**src/rtl/match_event_monitor_pkg.sv**
```systemverilog
// Shared types and default sizing for the match event monitor.
package seq_mon_pkg;

    typedef enum logic [1:0] {
        ARM_WAIT = 2'd0,
        IDLE     = 2'd1,
        HIGH     = 2'd2
    } state_e;

    localparam int DEF_CNT_W      = 8;
    localparam int DEF_WINDOW_LEN = 64;
    localparam int DEF_THRESH     = 4;

endpackage

```
**src/rtl/sat_counter.sv**
```systemverilog
// Saturating up-counter with synchronous clear; clear has priority over inc.
module sat_counter #(
    parameter int W = 8
) (
    input  logic         clk,
    input  logic         reset,
    input  logic         inc,
    input  logic         clr,
    output logic [W-1:0] value,
    output logic         at_max
);

    logic [W-1:0] value_q;
    logic [W-1:0] value_d;

    assign at_max = &value_q;
    assign value  = value_q;

    always_comb begin
        value_d = value_q;
        if (clr) begin
            value_d = '0;
        end else if (inc && !at_max) begin
            value_d = value_q + 1'b1;
        end
    end

    always_ff @(posedge clk or posedge reset) begin
        if (reset) begin
            value_q <= '0;
        end else begin
            value_q <= value_d;
        end
    end

endmodule

```
**src/rtl/match_event_monitor.sv**
```systemverilog
// Turns the recognizer's level output into single events, keeps a saturating
// total and a per-window count, and raises an alarm on busy windows.
module match_event_monitor
    import seq_mon_pkg::*;
#(
    parameter int CNT_W      = DEF_CNT_W,
    parameter int WINDOW_LEN = DEF_WINDOW_LEN,
    parameter int THRESH     = DEF_THRESH
) (
    input  logic                          clk,
    input  logic                          reset,
    input  logic                          match_in,
    input  logic                          enable,
    input  logic                          clear,
    output logic                          match_pulse,
    output logic [CNT_W-1:0]              total_count,
    output logic                          total_sat,
    output logic [CNT_W-1:0]              window_count,
    output logic                          window_done,
    output logic                          alarm,
    output state_e                        dbg_state,
    output logic [$clog2(WINDOW_LEN)-1:0] dbg_phase
);

    localparam int               PH_W     = $clog2(WINDOW_LEN);
    localparam logic [PH_W-1:0]  PH_LAST  = PH_W'(WINDOW_LEN - 1);
    localparam logic [CNT_W-1:0] THRESH_C = CNT_W'(THRESH);

    state_e            state_q;
    logic [PH_W-1:0]   phase_q, phase_d;
    logic [CNT_W-1:0]  window_count_q, window_count_d;
    logic              alarm_q, alarm_d;
    logic              window_done_q, window_done_d;
    logic              match_pulse_q, match_pulse_d;

    logic              edge_det;
    logic              accepted;
    logic              last_phase;
    logic [CNT_W-1:0]  win_acc;
    logic              win_at_max;
    logic [CNT_W-1:0]  win_sum;
    logic              total_at_max;

    assign edge_det   = (state_q == IDLE) && match_in;
    assign accepted   = edge_det && enable && !clear;
    assign last_phase = (phase_q == PH_LAST);

    // ARM_WAIT swallows a level already high out of reset; clear does not
    // disturb tracking so no phantom edge appears afterwards.
    always_ff @(posedge clk or posedge reset) begin
        if (reset) begin
            state_q <= ARM_WAIT;
        end else begin
            case (state_q)
                ARM_WAIT: if (!match_in) state_q <= IDLE;
                IDLE:     if (match_in)  state_q <= HIGH;
                HIGH:     if (!match_in) state_q <= IDLE;
                default:                 state_q <= ARM_WAIT;
            endcase
        end
    end

    sat_counter #(.W(CNT_W)) u_total (
        .clk    (clk),
        .reset  (reset),
        .inc    (accepted),
        .clr    (clear),
        .value  (total_count),
        .at_max (total_at_max)
    );

    sat_counter #(.W(CNT_W)) u_win_acc (
        .clk    (clk),
        .reset  (reset),
        .inc    (accepted),
        .clr    (clear || last_phase),
        .value  (win_acc),
        .at_max (win_at_max)
    );

    // The boundary cycle's own event belongs to the window being closed.
    assign win_sum = (accepted && !win_at_max) ? win_acc + 1'b1 : win_acc;

    always_comb begin
        phase_d        = (clear || last_phase) ? '0 : phase_q + 1'b1;
        window_count_d = window_count_q;
        alarm_d        = alarm_q;
        if (clear) begin
            window_count_d = '0;
            alarm_d        = 1'b0;
        end else if (last_phase) begin
            window_count_d = win_sum;
            alarm_d        = (win_sum >= THRESH_C);
        end
        window_done_d  = last_phase && !clear;
        match_pulse_d  = accepted;
    end

    always_ff @(posedge clk or posedge reset) begin
        if (reset) begin
            phase_q        <= '0;
            window_count_q <= '0;
            alarm_q        <= 1'b0;
            window_done_q  <= 1'b0;
            match_pulse_q  <= 1'b0;
        end else begin
            phase_q        <= phase_d;
            window_count_q <= window_count_d;
            alarm_q        <= alarm_d;
            window_done_q  <= window_done_d;
            match_pulse_q  <= match_pulse_d;
        end
    end

    // The total only drops back via clear or reset, so at_max is already sticky.
    assign total_sat    = total_at_max;
    assign match_pulse  = match_pulse_q;
    assign window_count = window_count_q;
    assign window_done  = window_done_q;
    assign alarm        = alarm_q;
    assign dbg_state    = state_q;
    assign dbg_phase    = phase_q;

endmodule

```
**config.mk**
```make
export PLATFORM = sky130hd
export DESIGN_NAME = match_event_monitor
export DESIGN_NICKNAME = d
export VERILOG_FILES = /design/src/rtl/match_event_monitor_pkg.sv /design/src/rtl/sat_counter.sv /design/src/rtl/match_event_monitor.sv
export SDC_FILE = /design/constraint.sdc
export NUM_CORES = 1
export LEC_CHECK = 0
export ABC_CLOCK_PERIOD_IN_PS = 2800
export BUFFER_PORTS_ARGS = -buffer_cell sky130_fd_sc_hd__buf_2
export CORE_ASPECT_RATIO = 0.9
export CORE_UTILIZATION = 58
export DETAILED_ROUTE_END_ITERATION = 8
export PLACE_DENSITY = 0.83
export SLEW_MARGIN = 10
export SYNTH_ARGS = -nofsm -noshare
export SYNTH_HDL_FRONTEND = slang
export SYNTH_SLANG_ARGS = --single-unit
```
**constraint.sdc**
```tcl
create_clock -name clk -period 2.8 [get_ports clk]
set_clock_uncertainty 0.1 [all_clocks]
set_input_delay 0 -clock clk [delete_from_list [all_inputs] [get_ports clk]]
set_output_delay 0 -clock clk [all_outputs]
set_load 0.005 [all_outputs]
```
==> results.py <==
metrics = {
    "synthesis": {
        "ys_seq_area_share_pct": 51.7,
        "synth_top_family_by_area": "simple AND/OR/NAND/NOR gates",
        "yosys.area_share.adder_pct": 2.21,
        "synth_area_leader_cell": "dfrtp_1",
        "syn_area_mm2": 0.00170,
        "yosysMostFrequentCell": "dfrtp_1",
        "synth_warnings": 0,
        "synthesis.nets": 176,
        "synth_compound_area_share_pct": 13.7,
        "synthFlopType": "dfrtp_1",
        "synthTopCellsByCount": "dfrtp_1, nor2_1, nand2_1, a21oi_1, nand3_1",
        "netlist_top_cells_area": "dfrtp_1, nor2_1, xnor2_1",
        "synthSimpleGateAreaFrac_pct": 21.8,
        "synthArstFlopShare_pct": 100,
        "synth_mux_area_share_pct": 1.25,
        "synthXorXnorAreaFrac_pct": 6.72,
        "synth_edf_count": 0,
        "avgSynthCellArea_um2": 10.1,
        "synth_cells": 168,
        "ys_ff_latch": 35,
        "synth_top_area_share_pct": 51.7,
        "synth_cell_types": 40,
    },
    "layout": {
        "multi_input_area_um2": 776,
        "fillers": 222,
        "drive_gt1_share_pct": 22.2,
        "diodes": 0,
        "regArea_um2": 876,
        "syn2layout_area_growth_pct": 16.7,
        "nets": 214,
    },
    "route": {
        "via_per_inst": 5.64,
        "wl_per_cell_um": 14.0,
        "drtIter0Drc": 86,
        "drc": 0,
        "final_antenna_net_count": 0,
        "wirelength_um": 3450,
        "drt_pass1_iterations": 4,
        "vias": 1392,
    },
    "grt": {
        "grt_max_degree": 25,
        "overflow": 0,
        "track_usage_pct": 24.7,
        "grt.busiest_layer": "met2",
        "first_global_vias": 1240,
        "use_met3_pct": 4.65,
        "grt_use_met2_pct": 41.7,
        "met1_usage_pct": 31.4,
        "antenna_found_initial": 0,
        "grt_pass1_wl_um": 5600,
    },
    "timing": {
        "hold_viol_final": 0,
        "clock.fmax_mhz": 516,
        "drv_slew": 0,
        "setup_tns_ps": 0,
        "finalCriticalPeriod_ps": 1940,
        "tightestPinTransition_ps": 643,
        "setup_ws_ps": 861,
        "setup_viol": 0,
        "grt_setup_unrepaired": "no",
        "fin_crit_sh_pct": 69.2,
        "max-slew-margin-rel_pct": 57.1,
        "whs_ps": 184,
    },
    "floorplan": {
        "fp.dieH_um": 53.3,
        "die_area_mm2": 0.00314,
        "core-area_mm2": 0.00277,
        "num_rows": 18,
        "die_x_um": 59.0,
        "ios": 33,
        "initial_core_util_pct": 61.2,
    },
    "place": {
        "port_buffers": 32,
        "post-place-ws_ps": 996,
        "post-dp-hpwl_um": 2540,
        "place.gp.congestion": 0.961,
    },
    "setup_path": {
        "required_ps": 2880,
        "start_kind": "primary input",
        "critPathKind": "in -> reg",
        "end_kind": "flop",
        "path_max_fanout": 24,
        "cp.arrival_ps": 2020,
    },
    "clock_tree": {
        "cts_buffers": 5,
        "clk_pin_slew_ps": 100,
        "cts-root-buf": "clkbuf_4",
        "cts_max_path_buffers": 2,
        "tritoncts": "done",
        "cts.sinks": 35,
        "htreeDepth": 2,
        "clk_latency_ps": 340,
    },
    "power_and_ir_drop": {
        "p_per_area_mw_per_mm2": 423,
        "peakVddDrop_uv": 367,
        "p_leak_nw": 0.932,
    },
    "job": {
        "cap_viol_max_count": 0,
    },
    "hold_path": {
        "holdCritPathClass": "in -> async",
    },
    "outcome": {
        "run_status": "finished, final reports clean",
    },
}
## per-stage QoR
stage          cell area (µm²)  std cells  total power (W)  util [%]
2_1_floorplan             1700        168         0.000563         -
3_3_place_gp              1890        235         0.000583      68.2
3_5_place_dp              1890        235         0.000586      68.2
4_1_cts                   1980        247         0.000848      71.4
5_1_grt                   1980        247         0.000871      71.4
6_report                  1980        247         0.000837      71.4
## power by group
| part | total [W] | internal, W | switching, W | leakage (nW) |
|---|---|---|---|---|
| Combinational | 0.0000562 | 0.0000229 | 0.0000334 | 0.420 |
| Sequential | 0.000522 | 0.000514 | 0.00000871 | 0.483 |
| Clock | 0.000258 | 0.0000978 | 0.000161 | 0.0293 |
| Total | 0.000837 | 0.000634 | 0.000203 | 0.932 |
## cells by family after synthesis
group / count (synthesis)
xor+xnor: 13
fa+ha+maj: 3
buf+inv: 11
compound gates: 33
simple gates: 71
mux: 2
flops: 35
## what timing repair did
item | CTS | global route
gates resized for setup | 0 | 0
hold endpoints to repair | 29 | 0
setup buffers | 0 | 0
hold buffers | 4 | 0
## cells in the final DEF (no fill, tap or decap), types with 2 or more instances in the layout
cell type,instances
a211oi_1,5
a21oi_1,9
a31oi_1,2
and2_1,2
and3_1,5
buf_2,32
clkbuf_1,2
clkbuf_4,5
dfrtp_1,35
dlygate4sd3_1,4
ha_1,3
inv_1,4
nand2_1,12
nand3_1,9
nand3b_1,2
nand4_1,2
nand4b_1,2
nor2_1,25
nor3_1,2
nor4_1,2
o211ai_1,4
o21ai_0,6
xnor2_1,8
xor2_1,5
## final timing paths
check / from / end / slack [ps] / cells past startpoint
setup / recovery: clear / alarm / 860 / 7
hold / removal: reset / u_total.value[5] / 180 / 3
setup reg to reg: u_win_acc.value[4] / alarm / 930 / 5
hold reg to reg: dbg_phase[0] / dbg_phase[0] / 380 / 1
max in group asynchronous: reset / dbg_state[1] / 1720 / 4
min in group clk: match_in / dbg_state[0] / 290 / 3
## layout make-up
type / instances / area share (%)
flip-flops and latches: 35 / 44.3
multi-input cells: 122 / 39.2
repair buffers: 37 / 10.5
well taps: 40 / 2.53
clock buffers: 7 / 2.28
inverters: 5 / 0.949
clock inverters: 1 / 0.253
## critical path, stage by stage
cell and delay [ps]:
dlygate4sd3_1 530, buf_2 250, nand4b_1 280, nor4_1 310, mux2_2 400, a21oi_1 120, a41oi_1 130
## layer usage
metal	wire [µm]	part of all wire, %
met5	0	0
met1	1520	44
met3	178	5.2
met2	1690	49
met4	61	1.8
## sequential cells by signal, indices dropped and copies added, names as in the netlist
register         cells
dbg_phase            6
dbg_state            2
match_pulse          1
u_total.value        8
window_done          1
window_count         8
alarm                1
u_win_acc.value      8
Power figures use the tool's default switching activity.
